$ cat config.mk
export PLATFORM = sky130hd
export DESIGN_NAME = msk_aes_mixcol_seq
export DESIGN_NICKNAME = d
export VERILOG_FILES = /design/src/rtl/msk_aes_mixcol_seq_pkg.sv /design/src/rtl/msk_aes_mc_col.sv /design/src/rtl/msk_aes_mixcol_seq.sv
export SDC_FILE = /design/constraint.sdc
export NUM_CORES = 1
export LEC_CHECK = 0
export CAP_MARGIN = 10
export CORE_MARGIN = 2
export CORE_UTILIZATION = 45
export DETAILED_ROUTE_END_ITERATION = 12
export HOLD_SLACK_MARGIN = 0.1
export PLACE_DENSITY = 0.76
export SYNTH_ARGS = -nofsm -noshare
export SYNTH_HDL_FRONTEND = slang
export SYNTH_SLANG_ARGS = --single-unit
$ cat constraint.sdc
create_clock -name clk -period 9 [get_ports clk]
set_input_delay 2.7 -clock clk [delete_from_list [all_inputs] [get_ports clk]]
set_output_delay 2.7 -clock clk [all_outputs]
set_load 0.01 [all_outputs]
$ cat src/rtl/msk_aes_mixcol_seq_pkg.sv
// Shared definitions for the masked AES MixColumns unit:
// mode codes, FSM states, GF(2^8) reduction constant and xtime.
package msk_aes_mixcol_seq_pkg;

    localparam logic [1:0] MC_FWD = 2'd0;
    localparam logic [1:0] MC_INV = 2'd1;
    localparam logic [1:0] MC_BYP = 2'd2;

    localparam logic [7:0] AES_RED = 8'h1b;

    typedef enum logic [1:0] {
        ST_IDLE = 2'd0,
        ST_RUN  = 2'd1,
        ST_DONE = 2'd2
    } mc_fsm_e;

    // Multiply by x in GF(2^8); linear, so it applies to each share alone.
    function automatic logic [7:0] xtime(input logic [7:0] a);
        return {a[6:0], 1'b0} ^ (a[7] ? AES_RED : 8'h00);
    endfunction

endpackage

$ cat src/rtl/msk_aes_mc_col.sv
// Combinational per-share MixColumns / InvMixColumns / bypass
// on one shared 32*d-bit column.
module msk_aes_mc_col
    import msk_aes_mixcol_seq_pkg::*;
#(
    parameter int d = 2
) (
    input  logic [32*d-1:0] col_i,
    input  logic [1:0]      mode_i,
    output logic [32*d-1:0] col_o
);

    // Forward row: 02*b0 ^ 03*b1 ^ b2 ^ b3.
    function automatic logic [7:0] mc_row(
        input logic [7:0] b0,
        input logic [7:0] b1,
        input logic [7:0] b2,
        input logic [7:0] b3
    );
        return xtime(b0) ^ xtime(b1) ^ b1 ^ b2 ^ b3;
    endfunction

    // Inverse row: 0e*b0 ^ 0b*b1 ^ 0d*b2 ^ 09*b3 via x2/x4/x8 chains.
    function automatic logic [7:0] inv_row(
        input logic [7:0] b0,
        input logic [7:0] b1,
        input logic [7:0] b2,
        input logic [7:0] b3
    );
        logic [7:0] p2, p4, p8;
        logic [7:0] acc;
        p2  = xtime(b0);
        p4  = xtime(p2);
        p8  = xtime(p4);
        acc = p8 ^ p4 ^ p2;
        p2  = xtime(b1);
        p4  = xtime(p2);
        p8  = xtime(p4);
        acc = acc ^ p8 ^ p2 ^ b1;
        p2  = xtime(b2);
        p4  = xtime(p2);
        p8  = xtime(p4);
        acc = acc ^ p8 ^ p4 ^ b2;
        p2  = xtime(b3);
        p4  = xtime(p2);
        p8  = xtime(p4);
        acc = acc ^ p8 ^ b3;
        return acc;
    endfunction

    for (genvar s = 0; s < d; s++) begin : g_share
        logic [3:0][7:0] a;
        logic [3:0][7:0] y;

        for (genvar r = 0; r < 4; r++) begin : g_row
            for (genvar i = 0; i < 8; i++) begin : g_bit
                assign a[r][i] = col_i[r*8*d + i*d + s];
                assign col_o[r*8*d + i*d + s] = y[r][i];
            end
        end

        // Transform this share's four bytes; unknown modes pass through.
        always_comb begin
            y = a;
            case (mode_i)
                MC_FWD: begin
                    y[0] = mc_row(a[0], a[1], a[2], a[3]);
                    y[1] = mc_row(a[1], a[2], a[3], a[0]);
                    y[2] = mc_row(a[2], a[3], a[0], a[1]);
                    y[3] = mc_row(a[3], a[0], a[1], a[2]);
                end
                MC_INV: begin
                    y[0] = inv_row(a[0], a[1], a[2], a[3]);
                    y[1] = inv_row(a[1], a[2], a[3], a[0]);
                    y[2] = inv_row(a[2], a[3], a[0], a[1]);
                    y[3] = inv_row(a[3], a[0], a[1], a[2]);
                end
                default: y = a;
            endcase
        end
    end

endmodule

$ cat src/rtl/msk_aes_mixcol_seq.sv
// Sequential masked MixColumns: one column per cycle, in place,
// with valid/ready on both sides.
module msk_aes_mixcol_seq
    import msk_aes_mixcol_seq_pkg::*;
#(
    parameter int d = 2
) (
    input  logic             clk,
    input  logic             rst,
    input  logic             in_valid,
    output logic             in_ready,
    input  logic [1:0]       in_mode,
    input  logic [128*d-1:0] in_state,
    output logic             out_valid,
    input  logic             out_ready,
    output logic [128*d-1:0] out_state
);

    localparam int CW = 32 * d;

    mc_fsm_e          fsm_q, fsm_d;
    logic [1:0]       col_q, col_d;
    logic [1:0]       mode_q, mode_d;
    logic [128*d-1:0] state_q, state_d;
    logic [CW-1:0]    col_in;
    logic [CW-1:0]    col_out;

    assign col_in = state_q[col_q*CW +: CW];

    msk_aes_mc_col #(.d(d)) u_col (
        .col_i  (col_in),
        .mode_i (mode_q),
        .col_o  (col_out)
    );

    // Next-state: load on accept, rewrite one column per RUN cycle.
    always_comb begin
        fsm_d   = fsm_q;
        col_d   = col_q;
        mode_d  = mode_q;
        state_d = state_q;
        case (fsm_q)
            ST_IDLE: begin
                if (in_valid) begin
                    state_d = in_state;
                    mode_d  = in_mode;
                    col_d   = 2'd0;
                    fsm_d   = ST_RUN;
                end
            end
            ST_RUN: begin
                state_d[col_q*CW +: CW] = col_out;
                col_d = col_q + 2'd1;
                if (col_q == 2'd3) begin
                    fsm_d = ST_DONE;
                end
            end
            ST_DONE: begin
                if (out_ready) begin
                    fsm_d = ST_IDLE;
                end
            end
            default: fsm_d = ST_IDLE;
        endcase
    end

    // State registers with synchronous reset clearing all data.
    always_ff @(posedge clk) begin
        if (rst) begin
            fsm_q   <= ST_IDLE;
            col_q   <= 2'd0;
            mode_q  <= MC_FWD;
            state_q <= '0;
        end else begin
            fsm_q   <= fsm_d;
            col_q   <= col_d;
            mode_q  <= mode_d;
            state_q <= state_d;
        end
    end

    assign in_ready  = (fsm_q == ST_IDLE);
    assign out_valid = (fsm_q == ST_DONE);
    assign out_state = state_q;

endmodule

# == Word-level counts from Yosys, hierarchy flattened ==
# Cells that the tools add are included.
# totals
regBits,262
in_bits,262
out_inout_bits,258
word_cells,193
# classes
add_sub_neg,2
eq_ne,7
shift,3
mux,35
n_bitwise,136
n_reduce_logical,6
# op_table
op,n
bitwise XOR 8 bit,132
one-hot mux 256 bit (2 select lines),1
bitwise mux 256 bit,1
2-to-1 mux 256 bit,1
"variable shift 64 x 34 -> 256 bit, first input constant",1
indexed part select 256 x 9 -> 64 bit,1
indexed part select 64 x 34 -> 256 bit,1
one-hot mux 32 bit (2 select lines),2
2-to-1 mux 5 bit,24
negation 8 -> 34 bit,1
bitwise XOR 8 x 5 -> 8 bit,4
2-to-1 mux 2 bit,4
one-hot mux 2 bit (3 select lines),1
"equality test 2 x 1 -> 1 bit, second input constant",2
"equality test 2 bit, second input constant",2
zero test 2 bit,2
"!= test 2 bit, second input constant",2
one-hot mux 2 bit (2 select lines),1
AND reduction 2 bit,2
AND reduction 3 bit,1
"adder 2 x 1 -> 2 bit, second input constant",1
"!= test 2 x 1 -> 1 bit, second input constant",1
nonzero test 2 bit,1

# == Longest topological paths before layout ==
# Gate-level depths: netlist of the first run.
# depth
depth_word,21
ltp_mapped,16
mapped_depth_nobuf,9

# == Hierarchy ==
# A second synthesis of the first run with hierarchy kept.
# hier_totals
cells_unflattened,2155
area_unflattened_um2,18944.4
# by_module_without_submodules
mod,instances,cells_per_inst,area_per_inst_um2,seq_area_each_um2
msk_aes_mixcol_seq,1,1584,14077.3,5245.0
msk_aes_mc_col,1,571,4867.2,0.0

# == Least setup slack after synthesis of the first run ==
# No wires, ideal clock.
# synth_timing
kind,input to register
startpoint,input in_valid
endpoint,"register state_q[229], in the netlist out_state[229]"
setup_time_ns,0.115
t_arrival_ns,3.977
required_time_ns,8.885
path_slack_ns,4.908
stages,7
path_buffers,3
path_cell_list,nand2b_1 -> clkbuf_1 -> a21oi_1 -> clkbuf_1 -> clkbuf_1 -> nand2_1 -> o21a_1
# synth_between
elab_chain_len,2
# synth_lines
element,line,rtl
"start, declared",msk_aes_mixcol_seq.sv:10,"input logic in_valid,"
!= test 2 bit (no line),n/a,
AND reduction 2 bit (no line),n/a,
"end signal, assigned",msk_aes_mixcol_seq.sv:78,state_q <= state_d;
"end, declared",msk_aes_mixcol_seq.sv:24,"logic [128*d-1:0] state_q, state_d;"
# No other way between the ends.
# A chain may end at the register's enable or synchronous reset.

# == Worst setup path after layout of the first run ==
# layout_timing
startpoint,register col_q[0]
endpoint,"register state_q[184], in the netlist out_state[184]"
# layout_between
elab_chain_len,19
word_cells_on_any_way,168
classes_between,1 x add/sub; 3 x shift; 28 x mux; 136 x bitwise
# layout_lines
element,line,rtl
"start, declared",msk_aes_mixcol_seq.sv:22,"logic [1:0] col_q, col_d;"
"start signal, assigned",msk_aes_mixcol_seq.sv:76,col_q <= col_d;
indexed part select 256 x 9 -> 64 bit,msk_aes_mixcol_seq.sv:28,assign col_in = state_q[col_q*CW +: CW];
bitwise XOR 8 bit or 2-to-1 mux 5 bit (tied branches),msk_aes_mixcol_seq_pkg.sv:19,"return {a[6:0], 1'b0} ^ (a[7] ? AES_RED : 8'h00);"
"bitwise XOR 8 x 5 -> 8 bit, or another cell as far along",msk_aes_mixcol_seq_pkg.sv:19,
"2-to-1 mux 5 bit, or another cell as far along",msk_aes_mixcol_seq_pkg.sv:19,
bitwise XOR 8 x 5 -> 8 bit or bitwise XOR 8 bit (tied branches),msk_aes_mixcol_seq_pkg.sv:19,
bitwise XOR 8 bit (2 in series),msk_aes_mc_col.sv:35,acc = p8 ^ p4 ^ p2;
bitwise XOR 8 bit (3 in series),msk_aes_mc_col.sv:39,acc = acc ^ p8 ^ p2 ^ b1;
bitwise XOR 8 bit (3 in series),msk_aes_mc_col.sv:43,acc = acc ^ p8 ^ p4 ^ b2;
bitwise XOR 8 bit (2 in series),msk_aes_mc_col.sv:47,acc = acc ^ p8 ^ b3;
one-hot mux 32 bit (2 select lines),msk_aes_mc_col.sv:65,case (mode_i)
indexed part select 64 x 34 -> 256 bit,msk_aes_mixcol_seq.sv:52,state_d[col_q*CW +: CW] = col_out;
bitwise mux 256 bit (*),msk_aes_mixcol_seq.sv:52,
one-hot mux 256 bit (2 select lines) (*),msk_aes_mixcol_seq.sv:42,case (fsm_q)
# Every way passes the cells marked *; elsewhere a longest branch is shown, timed or not.

==> results of run 1 <==
## critical path, cell delays in order (launching register included)
cell and delay [ns]:
dfxtp_4 0.86, buf_4 0.73, mux4_2 0.72, xnor2_1 0.45, xnor3_1 0.62, xnor3_2 0.49, mux2i_1 0.10, xnor2_1 0.32
nand2_1 0.22, a32oi_1 0.32, a211oi_1 0.10
## kinds of logic after synthesis
kind of cell,count (synthesis),share of synthesized area
AO/OA/AOI/OAI,481,0.1976
XOR/XNOR,374,0.2257
adder cells (fa/ha/maj),4,0.002750
buffers and inverters,208,0.05191
flip-flops,262,0.2882
multiplexers,89,0.09406
AND/OR/NAND/NOR,585,0.1397
## final cells by class
type                            count  area, sq um
Antenna cell                        5        12.51
Clock buffer                       40        817.0
Clock inverter                     14        106.4
Fill cell                        3445        15460
Inverter                            5        18.77
Multi-Input combinational cell   1533        12070
Sequential cell                   262         5254
Tap cell                          525        656.9
Timing Repair Buffer              548         5426
## power groups by stage
stage	Combinational (uW)	Clock, uW	Sequential [uW]
6_report	3910	1190	1420
5_1_grt	4120	1230	1430
4_1_cts	3850	1180	1410
3_5_place_dp	3820	0	1430
3_3_place_gp	3780	0	1430
2_1_floorplan	2670	0	1440
## Yosys cell counts (all sizes together), types with 40 or more instances
cell / count
clkbuf: 145
nor3: 130
a32oi: 44
nand2: 90
xor2: 66
o21ai: 53
a21oi: 85
a221oi: 105
xnor2: 261
dfxtp: 262
buf: 58
mux4: 64
o211ai: 49
a211oi: 83
xnor3: 40
nor2: 299
## stage by stage
step	utilization	cells	setup WS, ns	hold WS (ns)	cell area [sq um]
global placement	0.5876	2871	3.406	0.4887	23400
detailed placement	0.5876	2871	3.325	0.4952	23400
floorplan	-	2003	4.908	0.5177	18200
CTS	0.6108	2925	3.811	0.5064	24320
global route	0.6116	2930	3.580	0.5251	24360
finish	0.6118	2932	3.827	0.5115	24360
## worst min-delay path by stage
stage,from,endpoint,slack (ns)
after floorplan,out_state[178]$_SDFFE_PP0P_,out_state[178]$_SDFFE_PP0P_,0.52
after CTS,out_state[237]$_SDFFE_PP0P_,out_state[237]$_SDFFE_PP0P_,0.51
after global placement,out_state[86]$_SDFFE_PP0P_,out_state[86]$_SDFFE_PP0P_,0.49
after detailed placement,out_state[237]$_SDFFE_PP0P_,out_state[237]$_SDFFE_PP0P_,0.50
after global routing,out_state[180]$_SDFFE_PP0P_,out_state[180]$_SDFFE_PP0P_,0.53
final,out_state[237]$_SDFFE_PP0P_,out_state[237]$_SDFFE_PP0P_,0.51
## per-layer routing
layer / track usage / wire, microns
met1: 0.4681 / 29720
met4: 0.1606 / 4037
met3: 0.06872 / 7946
met5: 0 / 12
met2: 0.5923 / 37250
## state kept, by name, indices dropped and copies added (netlist names)
register / count
col_q: 2
fsm_q: 2
mode_q: 2
out_state: 256
==> results.toml, run 1 <==
[finish]
finalNetCount = 2645
syn_to_final_growth_pct = 33.88
layout_common_cells = "518 x clkdlybuf4s50_1, 299 x nor2_1, 259 x dfxtp_1, 245 x xnor2_1, 130 x nor3_1"
drive_gt1_frac = 0.08576
final_common_cell = "clkdlybuf4s50_1"

[clock_tree]
clk_latency_ns = 0.59
cts_inserted_buffers = 29
ctsRootBufferMaster = "clkbuf_16"
cts_num_sinks = 262
hold_buffers = 0
cts_tree = "built"
cts_setup_buffers = 0
cts_htree_levels = 1
clk_pin_slew_worst_paths_ns = 0.07
ctsResizeCount = 0
clockBufferDepth = 3

[critical_path]
arrival_ns = 5.58
critPathLaunch = "col_q[0]$_SDFFE_PP0P_"
r2r-start = "col_q[0]$_SDFFE_PP0P_"
cp-endpoint = "out_state[184]$_SDFFE_PP0P_"
required_ns = 9.41
worst-path-max-fanout = 40
r2r_slack_ns = 3.83
worstRegToRegCells = 10
timing.rr.end = "out_state[184]$_SDFFE_PP0P_"
end_kind = "register"
critPathLaunchType = "register"
path_class = "reg -> reg"

[pwr]
p_sw_frac = 0.4222
p_leak_uw = 0.008776
p_clk_frac = 0.182
intPower_uw = 3762
seq_power_share = 0.218
switching_power_uw = 2749
power_density_nw_per_um2 = 267.2
power_uw = 6510
pwr-share-comb = 0.600
ir_worst_vdd_mv = 0.1616

[routing]
drt-initial-drc-count = 2045
via_count = 18560
ant_nets = 0
totalWireLength_mm = 78.97
routed_via_density = 6.330
drc = 0
dr.pass1.iters = 8
post_drt_wl_per_cell_microns = 26.93

[timing]
finalHoldViolCount = 0
min_period_ns = 5.173
setup_viol_count_final = 0
setup_tns_ns = 0
worst_slew_pin_slew_ns = 1.115
relSlewSlack = 0.2566
fin_crit_sh = 0.5748
rsz0062_at_grt = "no"
max_freq_mhz = 193.3
slew_viol_final = 0
fin_worst_skew_ns = 0.02818

[synthesis]
synthesis.area_sq_um = 18200
synth.avg_cell_area_sq_um = 9.085
synthCells = 2003
synth_top_cell_by_area = "dfxtp_1"
synth.top_cell.area_share = 0.2882
ys_seq_area_frac = 0.2882
synth_nets = 2269
async_reset_ff_frac = 0
synth_edf_count = 0
yosysWarnings = 0
synthDistinctLibCells = 62
synth-seq-cells = 262
synth_ff_type = "dfxtp_1"
ys_top_cells_by_area = "dfxtp_1 29%, xnor2_1 12%, mux4_2 7.7%"

[die]
die_x_microns = 205.1
rows = 73
coreArea_sq_um = 39820
die_h_microns = 205.1
start_util = 0.4570
dieArea_sq_um = 42060
io_pins = 520

[global_route]
antenna_found_initial = 5
grt_pass1_vias = 18190
grt_max_degree = 98
grt_pass1_wl_mm = 115.9
globalRouteOverflowTotal = 0
track_usage = 0.3632

[place]
portBuffers = 519
gp_congestion = 0.9514
hpwl_mm = 56.34

[min_path]
hold_path_class = "reg -> reg"
worstHoldPathCells = 2

[status]
status = "completed"

[job]
maxCapViolCount = 0
(Power assumes the default switching activity.)
==> run 2: changes to the inputs <==
--- a/config.mk
+++ b/config.mk
@@ -7,10 +7,10 @@
 export LEC_CHECK = 0
 export CAP_MARGIN = 10
 export CORE_MARGIN = 2
-export CORE_UTILIZATION = 45
+export CORE_UTILIZATION = 44
 export DETAILED_ROUTE_END_ITERATION = 12
 export HOLD_SLACK_MARGIN = 0.1
-export PLACE_DENSITY = 0.76
+export PLACE_DENSITY = 0.78
 export SYNTH_ARGS = -nofsm -noshare
 export SYNTH_HDL_FRONTEND = slang
 export SYNTH_SLANG_ARGS = --single-unit
==> constraint.sdc (replaced) <==
create_clock -name clk -period 4.7 [get_ports clk]
set_input_delay 1.41 -clock clk [delete_from_list [all_inputs] [get_ports clk]]
set_output_delay 1.41 -clock clk [all_outputs]
set_load 0.01 [all_outputs]
==> run 2 against run 1 <==
Combinational power grew 95%. Sequential cell count is the same. Fmax grew 24%. Design area grew 1.7%. Core utilization shrank 0.48 points. Die area grew 2.2%. Clock power grew 110%. Sequential power grew 91%. Clock-buffer cell count grew 10. Final cell count grew 1.2%. Non-clock buffer count grew 23. Sequential share of layout area shrank 0.37 points. Critical path type unchanged. Highest routed layer is now met4.
==> results.toml, run 2 (synthesis results as in run 1) <==
[status]
status = "completed"

[routing]
totalWireLength_mm = 81.05
drt-initial-drc-count = 2033
ant_nets = 0
post_drt_wl_per_cell_microns = 27.31
routed_via_density = 6.313
dr.pass1.iters = 5
drc = 0
via_count = 18740

[critical_path]
path_cells = "buf_12 -> mux4_2 -> xnor2_2 -> xnor3_1 -> o311ai_0 -> a221oi_1 -> nor3_1"
arrival_ns = 4.66
cp-endpoint = "out_state[81]$_SDFFE_PP0P_"
worstRegToRegCells = 7
r2r_slack_ns = 0.52
critPathLaunchType = "register"
cp.depth = 7
critical_path_buf_inv_count = 1
timing.rr.end = "out_state[81]$_SDFFE_PP0P_"
critPathLaunch = "col_q[0]$_SDFFE_PP0P_"
path_class = "reg -> reg"
required_ns = 5.19
slowest_stage = "o311ai_0"
end_kind = "register"
worst-path-max-fanout = 21
max_stage_delay_ns = 0.99
crit_family = "compound AO/OA/AOI/OAI gates"
r2r-start = "col_q[0]$_SDFFE_PP0P_"

[timing]
relSlewSlack = 0.1616
fin_worst_skew_ns = 0.02437
worst_slew_pin_slew_ns = 1.258
max_freq_mhz = 239.3
slew_viol_final = 0
rsz0062_at_grt = "no"
finalHoldViolCount = 0
min_period_ns = 4.178
fin_crit_sh = 0.8890
setup_viol_count_final = 0
setup_tns_ns = 0

[finish]
design_area_sq_um = 24790
final_util = 0.6070
final_common_cell = "clkdlybuf4s50_1"
syn_to_final_growth_pct = 36.20
largest_register_ffs = 256
layout_common_cells = "518 x clkdlybuf4s50_1, 299 x nor2_1, 259 x dfxtp_1, 245 x xnor2_1, 130 x nor3_1"
finalNetCount = 2669
n_fill_cell = 3495
drive_gt1_frac = 0.09230

[die]
rows = 74
start_util = 0.4457
die_x_microns = 207.4
coreArea_sq_um = 40830
dieArea_sq_um = 43000
io_pins = 520
die_h_microns = 207.4

[pwr]
power_uw = 12840
ir_worst_vdd_mv = 0.3130
p_sw_frac = 0.4128
p_leak_uw = 0.008972
pwr-share-comb = 0.594
p_clk_frac = 0.195
switching_power_uw = 5300
seq_power_share = 0.211
power_density_nw_per_um2 = 518.0
intPower_uw = 7540

[clock_tree]
cts_htree_levels = 1
clk_pin_slew_worst_paths_ns = 0.06
cts_num_sinks = 262
cts_tree = "built"
clockBufferDepth = 3
ctsResizeCount = 0
cts_setup_buffers = 0
cts_inserted_buffers = 30
ctsRootBufferMaster = "clkbuf_16"
hold_buffers = 0
clk_latency_ns = 0.58

[global_route]
grt_pass1_vias = 18570
globalRouteOverflowTotal = 0
grt_max_degree = 139
antenna_found_initial = 8
track_usage = 0.3587
grt_pass1_wl_mm = 119.6

[place]
gp_congestion = 0.9820
dpl_cell_area_sq_um = 23720
portBuffers = 519
hpwl_mm = 59.00

[min_path]
hold_path_class = "reg -> reg"

[job]
maxCapViolCount = 0
==> run 2: cell types whose count changed in the layout (fill, tap and decap cells not counted), sizes merged <==
cell	delta
clkinvlp	-2
clkbuf	+10
buf	+23
inv	-1
diode	+4
bufinv	+3
clkinv	-8
==> run 2: worst min-delay path, stage by stage (launching register included) <==
cell	delay, ns
dfxtp_1	0.32
nor2_1	0.10
nor3_1	0.05
==> run 2: routing by layer <==
metal  vias to the layer above  track usage  routed length, microns
met1                      8978       0.4450                   30280
li1                       8113            -                       -
met2                      1354       0.5902                   38040
met4                         0       0.1835                    4477
met5                         -            0                       0
met3                       293      0.07413                    8257
==> run 2: final cells by class <==
class                           instances  area [sq um]  share of cell area
Timing Repair Buffer                  571          5714              0.2306
Tap cell                              532         665.6             0.02686
Multi-Input combinational cell       1533         12070              0.4870
Antenna cell                            9         22.52           0.0009087
Sequential cell                       262          5254              0.2120
Clock buffer                           50         907.1             0.03660
Clock inverter                          6         132.6            0.005351
Inverter                                5         18.77           0.0007572
==> run 2: how the worst min path moves through the flow <==
stage | start | to | depth (start not counted)
after global placement | out_state[183]$_SDFFE_PP0P_ | out_state[183]$_SDFFE_PP0P_ | 2
final | out_state[28]$_SDFFE_PP0P_ | out_state[28]$_SDFFE_PP0P_ | 2
after CTS | out_state[51]$_SDFFE_PP0P_ | out_state[51]$_SDFFE_PP0P_ | 2
after global routing | out_state[86]$_SDFFE_PP0P_ | out_state[86]$_SDFFE_PP0P_ | 2
after detailed placement | out_state[247]$_SDFFE_PP0P_ | out_state[247]$_SDFFE_PP0P_ | 2
after floorplan | out_state[178]$_SDFFE_PP0P_ | out_state[178]$_SDFFE_PP0P_ | 2
==> run 2: power by group through the flow <==
| stage | Clock [uW] | Combinational (uW) | Sequential [uW] |
|---|---|---|---|
| after floorplan | 0 | 5110 | 2760 |
| after global placement | 0 | 7420 | 2740 |
| after detailed placement | 0 | 7480 | 2750 |
| after global routing | 2590 | 8000 | 2730 |
| after CTS | 2500 | 7540 | 2700 |
| final | 2500 | 7630 | 2710 |
==> run 2: stage by stage <==
| step | hold slack, ns | instances | setup WS [ns] |
|---|---|---|---|
| 2_1_floorplan | 0.5177 | 2003 | 1.084 |
| 3_3_place_gp | 0.4890 | 2903 | 0.6800 |
| 3_5_place_dp | 0.4957 | 2903 | 0.6063 |
| 4_1_cts | 0.5080 | 2959 | 0.5875 |
| 5_1_grt | 0.5247 | 2967 | 0.3322 |
| 6_report | 0.5095 | 2968 | 0.5215 |
==> RTL change, RTL diff (flow settings as in run 2) <==
`d` is set to 2 in 2 places; all go to 1.
--- a/src/rtl/msk_aes_mc_col.sv
+++ b/src/rtl/msk_aes_mc_col.sv
@@ -4,5 +4,5 @@
     import msk_aes_mixcol_seq_pkg::*;
 #(
-    parameter int d = 2
+    parameter int d = 1
 ) (
     input  logic [32*d-1:0] col_i,
--- a/src/rtl/msk_aes_mixcol_seq.sv
+++ b/src/rtl/msk_aes_mixcol_seq.sv
@@ -4,5 +4,5 @@
     import msk_aes_mixcol_seq_pkg::*;
 #(
-    parameter int d = 2
+    parameter int d = 1
 ) (
     input  logic             clk,
Ports: changed (resized in_state and out_state); port bits go from 520 to 264. No check against the original RTL was run, so the function may have changed too.
==> RTL change against run 2 <==
Synthesized area fell by 49%. Wire length shrank 54%. Cell area fell by 48%. Count of clock-buffer cells in the layout down 31. Worst setup slack improved by 0.17 ns. Clock power decreased by 41%. Sequential cell count is 128 lower. Sequential share of layout area fell by 0.23 points. Power decreased by 48%. Synthesized cell count shrank 50%. Critical endpoint is now out_state[27]. Largest cell class unchanged.
==> RTL change: results (changes against run 2) <==
Route
  • Detailed-routed wire length on met2: 17070 um (-55%)
  • DRT iter0 DRCs: 1268 (-38%)
  • Met3 wire len: 4339 um (-47%)
  • 1st-pass router iterations: 6 (+1)
  • Total Routed Length: 37080 um (-54%)

Logic synthesis
  • Xor/xnor share of the synthesized area: 23.57% (+1.0 points)
  • Area contributors post-synth: dfxtp_1, xnor2_1, mux4_2
  • Compound-gate portion of the synthesized area: 19.02% (-0.74 points)
  • Avg Inst Size Synth: 9.434 um^2 (+3.8%)
  • Syn nets: 1131 (-50%)
  • Sequential-to-total area share from yosys stat: 28.64% (-0.19 points)
  • Post-synth top cells: nor2_1, dfxtp_1, xnor2_1, nor3_1, a221oi_1
  • Distinct cells, synth: 52 (-16%)
  • Synthesized-area fraction occupied by adder cells: 0.5343% (+0.26 points)

Layout
  • NumNets Final: 1341 (-50%)
  • FILL cells: 1752 (-50%)
  • Max reg flops: 128 (-50%)
  • Share of cells above drive strength 1: 11.10% (+1.9 points)

GRT
  • Grt met3 use: 6.982% (-0.43 points)
  • Largest net degree at the start of global routing: 135 (-2.9%)
  • Vias in the first global route: 9399 (-49%)
  • First-pass GRT wire length: 55410 um (-54%)
  • Tot GR Track Use: 32.55% (-3.3 points)
  • Met1 usage: 43.64% (-0.86 points)
  • Initial antenna violation count: 2 (-6)
  • Met2 usage: 49.32% (-9.7 points)

Pwr
  • Static leakage: 4.625 nW (-48%)
  • Max IR drop VDD: 0.2917 mV (-6.8%)

STA
  • Clock skew: 0.01315 ns (-0.01121 ns)
  • Final worst slack: 0.6923 ns (+0.1707 ns)
  • Least-Margin Pin Slew: 1.091 ns (-0.1665 ns)

Placement
  • GP Congestion: 0.9726 (-0.96%)
  • IO buf count: 263 (-49%)
  • Placed cell area: 12170 um^2 (-49%)
  • DPL Wire Length: 25960 um (-56%)
  • Worst slack, placed: 0.7871 ns (+0.1808 ns)

Clock tree
  • CTS max path bufs: 2 (-1)

Status
  • Outcome: finished, final reports clean

Worst setup path
  • Slowest CP cell: mux4_1
  • Crit path largest cell delay: 0.84 ns (-0.15 ns)
  • Crit path DAT: 4.36 ns (-0.30 ns)
  • Cell family with most CP delay: XOR/XNOR gates
  • Crit-path max FO: 7 (-67%)
RTL change: changes by cell type in the layout (fill, tap and decap cells not counted), sizes merged, moves of 30 or more:
cell / before / now
clkbuf: 51 / 19
a211oi: 83 / 53
dfxtp: 262 / 134
o211ai: 49 / 8
nor3: 130 / 79
mux4: 64 / 32
a21oi: 85 / 38
nor2: 299 / 151
o21ai: 53 / 12
nand2: 90 / 27
clkdlybuf4s50: 518 / 262
xnor2: 261 / 127
RTL change: where the power goes:
| part | leakage (nW) | internal, W | total [W] | switching, W |
|---|---|---|---|---|
| clock network | 0.306 | 0.000911 | 0.00147 | 0.000559 |
| logic | 3.21 | 0.00186 | 0.00384 | 0.00198 |
| registers | 1.11 | 0.00126 | 0.00139 | 0.000129 |
| total | 4.62 | 0.00403 | 0.00670 | 0.00267 |
RTL change: final timing paths:
check                                    from       endpoint  slack [ns]  cells past startpoint
worst max register to register       col_q[0]  out_state[27]        0.69                      9
worst max-delay path                 col_q[0]  out_state[27]        0.69                      9
worst min-delay path            out_state[11]  out_state[11]        0.51                      2
worst min register to register  out_state[11]  out_state[11]        0.51                      2
RTL change: cell type report:
class                      count  area, um^2  area share, %
multi-input combinational    760        6272          48.97
antenna                        2       5.005        0.03907
clock inverter                13       195.2          1.524
timing repair buffer         285        2845          22.21
clock buffer                  19       442.9          3.458
tap                          275       344.1          2.686
sequential                   134        2685          20.96
inverter                       5       18.77         0.1465
RTL change: worst register-to-register path, delay by kind of cell, from the launching register on:
family                    cells  cell delay (ns)
DFF                           1             0.48
and+or+nand+nor               2             0.32
xor gates and xnor gates      4             1.79
AOI/OAI and AO/OA             2             0.49
muxes                         1             0.85
